**config.mk**
```make
export PLATFORM = sky130hd
export DESIGN_NAME = thunderbird_seq
export DESIGN_NICKNAME = d
export VERILOG_FILES = /design/src/rtl/thunderbird_seq.sv
export SDC_FILE = /design/constraint.sdc
export NUM_CORES = 1
export LEC_CHECK = 0
export ABC_AREA = 1
export BUFFER_PORTS_ARGS = -buffer_cell sky130_fd_sc_hd__buf_4
export CAP_MARGIN = 20
export CORE_MARGIN = 2
export CORE_UTILIZATION = 30
export CTS_CLUSTER_DIAMETER = 200
export CTS_CLUSTER_SIZE = 30
export DETAILED_ROUTE_END_ITERATION = 8
export PLACE_DENSITY = 0.51
export SLEW_MARGIN = 10
export SYNTH_ARGS = -nofsm -noshare
export SYNTH_HDL_FRONTEND = slang
export SYNTH_SLANG_ARGS = --single-unit
```
**constraint.sdc**
```tcl
create_clock -name clk -period 1.8 [get_ports clk]
set_input_delay 0.09 -clock clk [delete_from_list [all_inputs] [get_ports clk]]
set_output_delay 0.09 -clock clk [all_outputs]
set_load 0.02 [all_outputs]
```
**src/rtl/thunderbird_seq.sv**
```systemverilog
// thunderbird_seq
// Tail-light sequencer for the Thunderbird lamp cluster. A single block that
// drives LAMPS lamps on each side. It supports left/right turn sequences,
// hazard flashing and brake override, and a prescaler that stretches each
// sequence step to DIV clock cycles. Simultaneous requests are resolved by a
// fixed priority. Every output is registered.
//
// Parameters
//   LAMPS        lamps per side (>=1); bit 0 is the innermost lamp
//   DIV          clock cycles per sequence step (>=1)
// Ports
//   clk          sole clock, rising edge
//   rst_n        asynchronous active-low reset
//   left         left-turn request (level)
//   right        right-turn request (level)
//   hazard       hazard request (level)
//   brake        brake pedal (level)
//   left_lamps   left lamp states, 1 = lit
//   right_lamps  right lamp states, 1 = lit
//   mode         current mode: 0 IDLE, 1 LEFT, 2 RIGHT, 3 HAZARD

module thunderbird_seq #(
  parameter int LAMPS = 3,
  parameter int DIV   = 4
) (
  input  logic             clk,
  input  logic             rst_n,
  input  logic             left,
  input  logic             right,
  input  logic             hazard,
  input  logic             brake,
  output logic [LAMPS-1:0] left_lamps,
  output logic [LAMPS-1:0] right_lamps,
  output logic [1:0]       mode
);

  // The step counter must reach LAMPS. The prescaler keeps at least one bit
  // so the design still elaborates when DIV=1.
  localparam int SW = $clog2(LAMPS + 1);
  localparam int PW = (DIV > 1) ? $clog2(DIV) : 1;

  localparam logic [SW-1:0] STEP_LAST = SW'(LAMPS);
  localparam logic [PW-1:0] PRE_LAST  = PW'(DIV - 1);

  typedef enum logic [1:0] {
    MODE_IDLE   = 2'd0,
    MODE_LEFT   = 2'd1,
    MODE_RIGHT  = 2'd2,
    MODE_HAZARD = 2'd3
  } mode_t;

  mode_t            mode_q;
  mode_t            mode_d;
  mode_t            req_mode;
  logic [SW-1:0]    step_q;
  logic [SW-1:0]    step_d;
  logic [PW-1:0]    pre_q;
  logic [PW-1:0]    pre_d;
  logic [LAMPS-1:0] left_d;
  logic [LAMPS-1:0] right_d;
  logic [LAMPS-1:0] therm;
  logic             tick;

  // Request priority: an explicit hazard request wins. Left and right
  // requested together also mean hazard. A single turn request comes next,
  // and IDLE applies when nothing is requested.
  always_comb begin
    req_mode = MODE_IDLE;
    if (hazard || (left && right)) begin
      req_mode = MODE_HAZARD;
    end else if (left) begin
      req_mode = MODE_LEFT;
    end else if (right) begin
      req_mode = MODE_RIGHT;
    end
  end

  // Next-state logic for mode, step and prescaler.
  // A change of requested mode always restarts the sequence from step 0, so
  // an interrupted pattern is abandoned and not finished. IDLE keeps the
  // counters parked at zero. In the other modes the prescaler divides the
  // clock, and each tick advances the step.
  always_comb begin
    mode_d = mode_q;
    step_d = step_q;
    pre_d  = pre_q;
    tick   = 1'b0;
    if (req_mode != mode_q) begin
      mode_d = req_mode;
      step_d = '0;
      pre_d  = '0;
    end else if (mode_q == MODE_IDLE) begin
      step_d = '0;
      pre_d  = '0;
    end else begin
      tick = (pre_q == PRE_LAST);
      if (tick) begin
        pre_d = '0;
        if (mode_q == MODE_HAZARD) begin
          step_d = (step_q == '0) ? SW'(1) : '0;
        end else begin
          step_d = (step_q == STEP_LAST) ? '0 : step_q + SW'(1);
        end
      end else begin
        pre_d = pre_q + PW'(1);
      end
    end
  end

  // The lamp values are built from the next-state step and mode, so the
  // registered outputs change on the same edge as the state.
  // The active side shows a thermometer code: lamp i is lit when i < step.
  always_comb begin
    therm = '0;
    for (int i = 0; i < LAMPS; i++) begin
      therm[i] = (step_d > SW'(i));
    end
  end

  // Side selection. Any side that is not sequencing follows the brake
  // pedal. Hazard ignores the brake and flashes both sides together.
  always_comb begin
    left_d  = '0;
    right_d = '0;
    unique case (mode_d)
      MODE_IDLE: begin
        left_d  = {LAMPS{brake}};
        right_d = {LAMPS{brake}};
      end
      MODE_LEFT: begin
        left_d  = therm;
        right_d = {LAMPS{brake}};
      end
      MODE_RIGHT: begin
        left_d  = {LAMPS{brake}};
        right_d = therm;
      end
      MODE_HAZARD: begin
        left_d  = {LAMPS{step_d != '0}};
        right_d = {LAMPS{step_d != '0}};
      end
      default: begin
        left_d  = '0;
        right_d = '0;
      end
    endcase
  end

  // State and output registers. Reset clears them immediately, without
  // waiting for a clock edge.
  always_ff @(posedge clk or negedge rst_n) begin
    if (!rst_n) begin
      mode_q      <= MODE_IDLE;
      step_q      <= '0;
      pre_q       <= '0;
      left_lamps  <= '0;
      right_lamps <= '0;
    end else begin
      mode_q      <= mode_d;
      step_q      <= step_d;
      pre_q       <= pre_d;
      left_lamps  <= left_d;
      right_lamps <= right_d;
    end
  end

  assign mode = mode_q;

endmodule

```
* After elaboration in Yosys (flattened, before gate mapping) *
Cells that the tools add are included.

word-level totals
  register bits = 12
  output and inout bits = 8
  logic and storage cells = 40

operators by class
  add/sub/neg operators = 2
  magnitude comparators = 3
  eq/ne operators = 7
  mux-type cells = 15
  reduce and logical (&&, ||, !) cells = 8

operators with widths
  operator             number
  $mux 2               12
  $pmux 3 s3           2
  $eq 2x2->1 const B   5
  $logic_not 2->1      3
  $add 2x1->2 const B  2
  $gt 2x1->1 const B   2
  $reduce_or 2->1      2
  $eq 2x1->1 const B   1
  $gt 2x2->1 const B   1
  $ne 2x2->1           1
  $reduce_bool 2->1    1
  $logic_and 1x1->1    1
  $logic_or 1x1->1     1
  $mux 1               1

* Longest topological paths before layout *
Gate-level depths: netlist of run 1.

  word-level depth = 8
  gate-level depth with buffers = 8

* Least setup slack after synthesis of run 1 *
Ideal clock, no wire load.

  path type = reg2reg
  from = reg pre_q[0]
  to = reg left_lamps[1]
  setup time = 0.127 ns
  arrival = 1.173 ns
  data required time = 1.673 ns
  setup slack = 0.500 ns
  stages on the path, launching flop included = 7
  buffers on the path = 0
  period minus slack after synthesis = 1.300 ns
  cell sequence = dfrtp_1 ha_1 or2_2 nand2_2 a21oi_4 nand2_4 nand3_1

on the way
  longest elaborated chain between the ends = 6
  elaborated cells between the ends (all ways) = 7
  classes of those cells = order compare: 1; eq/ne: 1; mux: 4; reduce/logical: 1

ends and longest elaborated chain
  element                                                 line      RTL
  from (decl)                                             57        logic [PW-1:0] pre_q;
  from (signal assigned)                                  161       pre_q <= pre_d;
  $eq 2x2->1 (*)                                          96        tick = (pre_q == PRE_LAST);
  $mux 2 (*)                                              97        if (tick) begin
  $mux 2 (*)                                              92        end else if (mode_q == MODE_IDLE) begin
  $mux 2 (*)                                              88        if (req_mode != mode_q) begin
  $gt 2x1->1 / $reduce_bool 2->1 (equally long branches)  116, 139
  $pmux 3 s3 (*)                                          125       unique case (mode_d)
  named net left_d[1]                                     59        logic [LAMPS-1:0] left_d;
  to (signal assigned)                                    162       left_lamps <= left_d;
  to (decl)                                               32        output logic [LAMPS-1:0] left_lamps,

Mark *: on every way through the listed nets, which the timed path passes. The rest lies on a longest branch.

* Worst setup path after layout of run 1 *
Same ends and word-level chain as after synthesis.

==> results of run 1 <==
-- how the worst min path moves through the flow --
stage,start,endpoint
after floorplan,rst_n,left_lamps[0]
after global placement,rst_n,pre_q[0]
after detailed placement,rst_n,pre_q[0]
after CTS,left,mode[0]
after global routing,hazard,mode[1]
final,left,mode[0]
-- state kept, by name, summed over array words and instances (netlist names) --
name / cells
left_lamps: 3
mode: 2
pre_q: 2
right_lamps: 3
step_q: 2
-- placed cells by master (no fill, tap or decap), drive strengths merged --
cell         instances
or2                  1
nand2               19
o21ai                1
dlygate4sd3          1
clkbuf               4
nor3                 1
buf                 13
nand3               10
nor2                 9
ha                   3
a21oi                2
inv                 11
dfrtp               12
-- power by group --
part | internal, uW | total (uW) | switching (uW)
registers | 287 | 297 | 9.51
clock network | 123 | 206 | 83.5
logic | 45.3 | 113 | 67.5
total | 455 | 616 | 161
-- cells by family (layout without fill, tap and decap cells) --
kind of cell    after synthesis  after routing
flops                        12             12
buf+inv                      11             29
simple gates                 40             40
fa+ha+maj                     3              3
compound gates                3              3
-- per-layer routing --
metal | GRT usage [%] | wire length, um
met2 | 16.7 | 520
met1 | 16.6 | 582
met5 | 0 | 0
met4 | 5.56 | 14
met3 | 1.79 | 35
-- cell type report --
cell class | instances | share of cell area (%)
clock buffer | 4 | 4.43
inverter | 11 | 5.05
multi-input combinational | 46 | 36.5
sequential | 12 | 36.7
tap | 27 | 4.13
timing repair buffer | 14 | 13.1
-- per-stage QoR --
stage / total power (uW) / cells / hold slack, ns
3_3_place_gp: 414 / 109 / -0.0632
5_1_grt: 656 / 114 / 0.0819
2_1_floorplan: 371 / 69 / -0.206
6_report: 616 / 114 / 0.0718
4_1_cts: 630 / 114 / 0.0692
3_5_place_dp: 416 / 109 / -0.0634
-- worst max-delay path: cells and delay by family (launching register included) --
family                     cells  cell delay (ns)
adders and majority gates      1             0.25
AOI/OAI and AO/OA              1             0.08
and+or+nand+nor                4             0.58
DFF                            1             0.39
==> run metrics, run 1 <==
status=complete, no violations; Post-synth EDFFs=0; Setup CP Type=register to register; vias in the first global route=between 500 and 600; Top FF cell, synth=dfrtp_1; RD Place Congestion=about 0.7; R2R Setup Slk=between 0.3 and 0.4 ns; WP data arrival=1.55 ns; FFs w/ async S/R, synth=between 90% and 100%; first-pass GRT wire length=roughly 2200 um; clock skew=between 0.001 and 0.0015 ns; root buffer cell=clkbuf_4; post-synth top area cell=dfrtp_1; post-synth top area share=between 40% and 50%; Routed WL per cell=~10 um; final hold violation count=0; Rel. slew slack=~80%; Post-Synth XOR/XNOR Area=0%; worst-skew pair later-pin latency=0.26 ns; Area contributors post-synth=dfrtp_1 47%, nand2_1 7.0%, nand3_1 6.3%, ha_1 5.9%, inv_1 5.9%; CP Launch Type=register; Min-Delay Path Depth=3; antenna cell count=0; crit-path max cell delay=0.39 ns; Rows=16; Core Region=roughly 0.0020 mm2; Synth Instances=approximately 70; fin util=around two fifths; GRT overflow=0; commonest cells in the synthesized netlist=12 x dfrtp_1, 12 x nand2_1, 10 x inv_1, 8 x nand3_1, 6 x nor2_1; via count=483; Pre-antenna DRT Iters=3; Final ANT Viol Nets=0; crit-path max FO=5; yosys warns=0; initial antenna violation count=0; FF-to-FF End=left_lamps[1]; initial detailed-routing violation count=6; crit path time final=1.42 ns; Netlist cell types=16; RSZ-0062 raised after global routing=false; post-CTS setup buffer count=0; fmax=705 MHz; setup tns final=0 ns; Synth Area in Compound Gates=approximately 5.9%; CP startpoint=pre_q[0]; layout cell share with drive strength beyond 1=a little under two fifths; post-synthesis mux area share=0%; VDD IR max=between 200 and 300 uV; cell area after layout=818 um2; Post-Synth Adder-Cell Area=5.86%; Starting Density=about 32%; TritonCTS clock tree=done; layout net count=between 90 and 100; crit end category=register; Post-Route WL=~1200 um; pre-CTS setup slack=0.379 ns; Layout area overhead=27.7%; max cap viols=0; DPL Wire Length=about 990 um; area of the multi-input gates=299 um2; FF+latch area=roughly 300 um2; I/O pins=14; Slew @ Worst Pin=0.330 ns; hold_buf cts=1; fin. max-slew vios=0; H-Tree Depth=1; Clk pin slew, worst setup/hold paths=approximately 0.07 ns; die footprint=0.00252 mm2; Final setup viols=0; Cell Area, Placed=between 700 and 800 um2; Die H=50.2 um; Hold Crit Class=primary input to register; global-route usage over all layers=between 10 and 15%; clk sinks=12; post-cts resize count=0; Die X=between 50 and 60 um; Avg Inst Size Synth=roughly 9.3 um2; simple-gate area share of the yosys netlist=35.0%; Power Density=approximately 750 mW/mm2; Mapped Nets=78; Inserted Clock Buffers=3; port bufs=13; Req. time, crit path=roughly 1.9 ns; Seq/Total Area, Yosys=between 40% and 50%; Register-to-Register Path Depth=6; clk buf depth=2; fill count=206; Post-Syn Area=around 640 um2; LEAKAGE=approximately 0.00046 uW; final worst slack=roughly 0.38 ns; combinational family with the most area after synthesis=simple AND/OR/NAND/NOR gates; Synth Register Bits=12; Via density=roughly 4.2; RR Startpoint=pre_q[0]; Critical Path End=left_lamps[1]; critical path, cell by cell=ha_1, or2_2, nand2_2, a21oi_4, nand2_4, nand3_1; largest net degree at the start of global routing=13; Final period util=78.8%; DRC Markers=0; slowest stage cell, crit path=dfrtp_1
Note: power is estimated with default switching activity, not from simulation.
==> run 2: changes to the inputs <==
--- a/config.mk
+++ b/config.mk
@@ -13,7 +13,7 @@
 export CTS_CLUSTER_DIAMETER = 200
 export CTS_CLUSTER_SIZE = 30
 export DETAILED_ROUTE_END_ITERATION = 8
-export PLACE_DENSITY = 0.51
+export PLACE_DENSITY = 0.53
 export SLEW_MARGIN = 10
 export SYNTH_ARGS = -nofsm -noshare
 export SYNTH_HDL_FRONTEND = slang
==> constraint.sdc (replaced) <==
create_clock -name clk -period 1.2 [get_ports clk]
set_input_delay 0.06 -clock clk [delete_from_list [all_inputs] [get_ports clk]]
set_output_delay 0.06 -clock clk [all_outputs]
set_load 0.02 [all_outputs]
==> run 2 against run 1 <==
The flow now finishes with violations (setup timing). Non-clock buffer count increased by 9. Critical path type unchanged. Critical path depth increased by 2. Maximum frequency grew 2.7%. Clock power rose by 53%. Highest routed layer unchanged. Hold slack got worse by 0.036 ns. Setup slack got worse by 0.56 ns. Sequential share of layout area shrank 5.4 points. Register-to-register slack got worse by 0.56 ns.
==> run metrics, run 2 (synthesis results as in run 1) <==
status=complete, but fails checks; failing checks=setup timing; critical path's top delay family=flip-flops; first-pass GRT wire length=about 2200 um; Die X=approximately 50 um; sequential share of power=a little under half; Final ANT Viol Nets=0; Starting Density=32.3%; crit path time final=roughly 1.4 ns; top flop regs=left_lamps (3), right_lamps (3); root buffer cell=clkbuf_4; hold slack=approximately 0.036 ns; fin. max-slew vios=0; hold path startpoint=left; global-route usage over all layers=11.8%; Inserted Clock Buffers=3; worst hold path endpoint=mode[0]; Final period util=115%; Req. time, crit path=between 1 and 1.5 ns; Clock power frac=roughly a third; final worst slack=-0.182 ns; combinational share of power=between 20% and 30%; area of the multi-input gates=372 um2; Cells after DPL=116; clk sinks=12; DPL Wire Length=1010 um; Rows=16; Setup CP Type=register to register; crit-path max cell delay=between 0.4 and 0.5 ns; LEAKAGE=between 0.0005 and 0.0006 uW; layout cell share with drive strength beyond 1=roughly 59%; CP Launch Type=register; most frequent cells in the layout=21 x buf_4, 11 x nand2_1, 11 x dfrtp_1; TritonCTS clock tree=done; cell area after layout=963 um2; Register-to-Register Path Depth=8; RR Startpoint=step_q[0]; vias in the first global route=roughly 520; critical path, cell by cell=inv_2, ha_4, nand2_2, inv_2, a21oi_4, a21oi_4, nand2_4, nand3_2; Net Switching=about 270 uW; DRC Markers=0; Pint=722 uW; fmax=a little over 700 MHz; clock skew=roughly 0.0038 ns; commonest non-fill, non-tap cell in the layout=buf_4; crit-path max FO=5; Layout area overhead=50.4%; Routed WL per cell=between 10 and 15 um; crit end category=register; worst-skew pair later-pin latency=around 0.27 ns; VDD IR max=622 uV; Via density=around 4.2; max cap viols=0; RSZ-0062 raised after global routing=true; Min-Delay Path Depth=3; Power Total=just under 1000 uW; final hold violation count=0; port bufs=13; Pre-antenna DRT Iters=4; I/O pins=14; Die H=50.2 um; FF+latch area=302 um2; fill count=183; initial detailed-routing violation count=9; die footprint=around 0.0025 mm2; Final setup viols=6; FF-to-FF End=right_lamps[1]; WP data arrival=roughly 1.5 ns; Core Region=about 0.0020 mm2; Slew @ Worst Pin=about 0.32 ns; R2R Setup Slk=-0.18 ns; Net Sw Frac=between 20% and 30%; Non-Filler Instances=123; slowest stage cell, crit path=dfrtp_1; antenna cell count=0; via count=between 500 and 600; clk buf depth=2; CP startpoint=step_q[0]; Hold Crit Class=primary input to register; Post-Route WL=roughly 1300 um; initial antenna violation count=0; WP buf/inv=2; Clk pin slew, worst setup/hold paths=~0.07 ns; RD Place Congestion=0.740; Rel. slew slack=between 70% and 80%; layout net count=between 100 and 150; largest net degree at the start of global routing=13; GRT overflow=0; H-Tree Depth=1; Cell Area, Placed=~830 um2; Power Density=just over 1000 mW/mm2
==> run 2: power by group through the flow <==
stage	clock network (uW)	logic, uW	registers (uW)
2_1_floorplan	0	86.0	472
5_1_grt	354	250	452
6_report	315	226	449
3_5_place_dp	0	193	453
4_1_cts	329	212	448
3_3_place_gp	0	191	452
==> run 2: per-stage QoR <==
stage | util [%] | setup TNS [ns] | worst slack [ns]
floorplan | - | -0.475 | -0.0865
global placement | 41.7 | -0.968 | -0.173
detailed placement | 41.7 | -1.18 | -0.206
CTS | 46.3 | -0.916 | -0.162
global route | 48.6 | -1.41 | -0.243
finish | 48.6 | -0.948 | -0.182
==> run 2: per-layer routing <==
layer,wire length (um),share of wire [%],GRT usage (%)
met5,0,0,0
met4,17,1.3,5.56
met3,66,5.0,1.79
met2,641,49,19.5
met1,583,45,14.8
==> run 2: final cells by class <==
cell class	instances	share of cell area (%)
tap	27	3.51
inverter	11	4.29
sequential	12	31.3
multi-input combinational	46	38.6
clock buffer	4	3.77
timing repair buffer	23	18.6
==> run 2: worst max path at each step <==
| stage | to | cells past startpoint |
|---|---|---|
| after floorplan | left_lamps[1] | 8 |
| after detailed placement | right_lamps[1] | 8 |
| after CTS | left_lamps[2] | 8 |
| final | right_lamps[1] | 8 |
| after global routing | right_lamps[1] | 8 |
| after global placement | right_lamps[1] | 8 |
==> run 2: tightest hold or removal path, delay by kind of cell <==
family / cells / cell delay [ns]
buffers and inverters: 2 / 0.16
and+or+nand+nor: 1 / 0.05
==> run 2: timing repair <==
item | 4_1_cts | 5_1_grt
endpoints found under the hold margin | 12 | 0
hold buffers | 1 | 0
pin swaps | 4 | 9
resized for setup | 7 | 11
setup buffers | 1 | 2
setup endpoints to repair | 8 | 9
==> run 3: changes to the inputs <==
--- a/config.mk
+++ b/config.mk
@@ -18,3 +18,4 @@
 export SYNTH_ARGS = -nofsm -noshare
 export SYNTH_HDL_FRONTEND = slang
 export SYNTH_SLANG_ARGS = --single-unit
+export TNS_END_PERCENT = 10
==> run 3 against run 2 <==
The run still ends with setup timing left. Hold slack worse by 0.0076 ns. Final area shrank 10%. Wire length decreased by 9.6%. Combinational power shrank 19%. Die area is the same. Setup slack improved by 0.0069 ns. Sequential power down 0.9%. Largest power group unchanged.
==> run metrics, run 3 (synthesis results as in run 1) <==
global-route usage over all layers=about an eighth; initial antenna violation count=0; top flop regs=left_lamps (3), right_lamps (3); H-Tree Depth=1; initial detailed-routing violation count=5; Slew @ Worst Pin=around 0.35 ns; antenna cell count=0; RD Place Congestion=approximately 0.7; fin. max-slew vios=0; CP Launch Type=register; Pre-antenna DRT Iters=4; crit path time final=between 1 and 1.5 ns; max cap viols=0; clk buf depth=2; first-pass GRT wire length=2210 um; Core Region=a little under 0.002 mm2; Die X=between 50 and 60 um; final hold violation count=0; DRC Markers=0; Starting Density=32.3%; Clk pin slew, worst setup/hold paths=roughly 0.070 ns; GRT overflow=0; VDD IR max=between 400 and 500 uV; crit-path max FO=5; Final period util=115%; Setup CP Type=register to register; most frequent cells in the layout=17 x buf_4, 12 x nand2_1, 11 x dfrtp_1; Layout area overhead=35.4%; post-CTS setup buffer count=0; layout cell share with drive strength beyond 1=between 40% and 50%; port bufs=13; final worst slack=-0.175 ns; Inserted Clock Buffers=3; Final ANT Viol Nets=0; Routed WL per cell=between 10 and 15 um; status=complete, but fails checks; hold slack=~0.028 ns; clk sinks=12; Rows=16; Final setup viols=6; Req. time, crit path=1.35 ns; Power Density=1090 mW/mm2; DPL Wire Length=between 900 and 1000 um; vias in the first global route=just over 500; Via density=between 4 and 5; failing checks=setup timing; fmax=between 700 and 800 MHz; crit end category=register; I/O pins=14; Rel. slew slack=76.2%; Post-Route WL=around 1200 um; RSZ-0062 raised after global routing=true; worst-skew pair later-pin latency=0.26 ns; TritonCTS clock tree=done; fill count=approximately 190; layout net count=roughly 100; Hold Crit Class=primary input to register; root buffer cell=clkbuf_4; WP data arrival=1.52 ns; Die H=50.2 um; Cell Area, Placed=805 um2; cell area after layout=867 um2; largest net degree at the start of global routing=13; clock skew=0.000439 ns; LEAKAGE=0.000485 uW; via count=between 400 and 500; die footprint=~0.0025 mm2; commonest non-fill, non-tap cell in the layout=buf_4
[run 3: cell count changes in the layout (fill, tap and decap cells not counted), sizes merged]
cell / previous run / this run
buf: 22 / 17
[run 3: worst max-delay path: stages, from the launching register on]
cell and delay, ns:
dfrtp_1 0.39, ha_2 0.21, or2_2 0.29, nand2_2 0.12, a21oi_4 0.08, nand2_4 0.09, nand3_1 0.07
[run 3: path summary, 6_finish.rpt]
path | to | from | cells after the start | slack [ns]
worst max-delay path | left_lamps[1] | pre_q[0] | 6 | -0.17
worst min-delay path | mode[0] | left | 3 | 0.03
worst max register to register | left_lamps[1] | pre_q[0] | 6 | -0.17
worst min register to register | pre_q[0] | pre_q[0] | 1 | 0.44
max in group asynchronous | mode[1] | rst_n | 2 | 0.87
min in group asynchronous | pre_q[0] | rst_n | 2 | 0.16
[run 3: what timing repair did]
action,CTS,global route
cloned,0,0
gates resized for setup,2,2
endpoints found under the hold margin,12,0
hold buffers,1,0
pin swaps,2,1
setup endpoints to repair,7,9
[run 3: final cells by class]
type | instances | area [um2] | area share [%]
sequential | 12 | 302 | 34.8
tap | 27 | 33.8 | 3.90
inverter | 11 | 41.3 | 4.76
timing repair buffer | 18 | 138 | 15.9
multi-input combinational | 46 | 317 | 36.5
clock buffer | 4 | 36.3 | 4.18
[run 3: report_power, final]
group / leakage, uW / internal (uW) / switching [uW]
combinational: 0.000309 / 78.2 / 106
sequential: 0.000154 / 431 / 13.7
clock: 0.0000210 / 184 / 130
[run 3: per-layer routing]
| metal | up-vias | track usage [%] | part of all wire [%] |
|---|---|---|---|
| met4 | 0 | 6.94 | 1.5 |
| met5 | - | 0 | 0 |
| li1 | 261 | - | - |
| met1 | 203 | 15.0 | 49 |
| met2 | 13 | 18.2 | 46 |
| met3 | 2 | 3.57 | 3.4 |
[run 3: through the flow]
stage	total power, uW	cells	TNS (ns)	worst slack [ns]	util (%)
2_1_floorplan	558	69	-0.467	-0.0866	-
3_3_place_gp	632	113	-0.842	-0.162	40.6
3_5_place_dp	635	113	-0.972	-0.187	40.6
4_1_cts	962	118	-0.980	-0.179	43.4
5_1_grt	1020	118	-1.70	-0.282	43.8
6_report	943	118	-0.945	-0.175	43.8
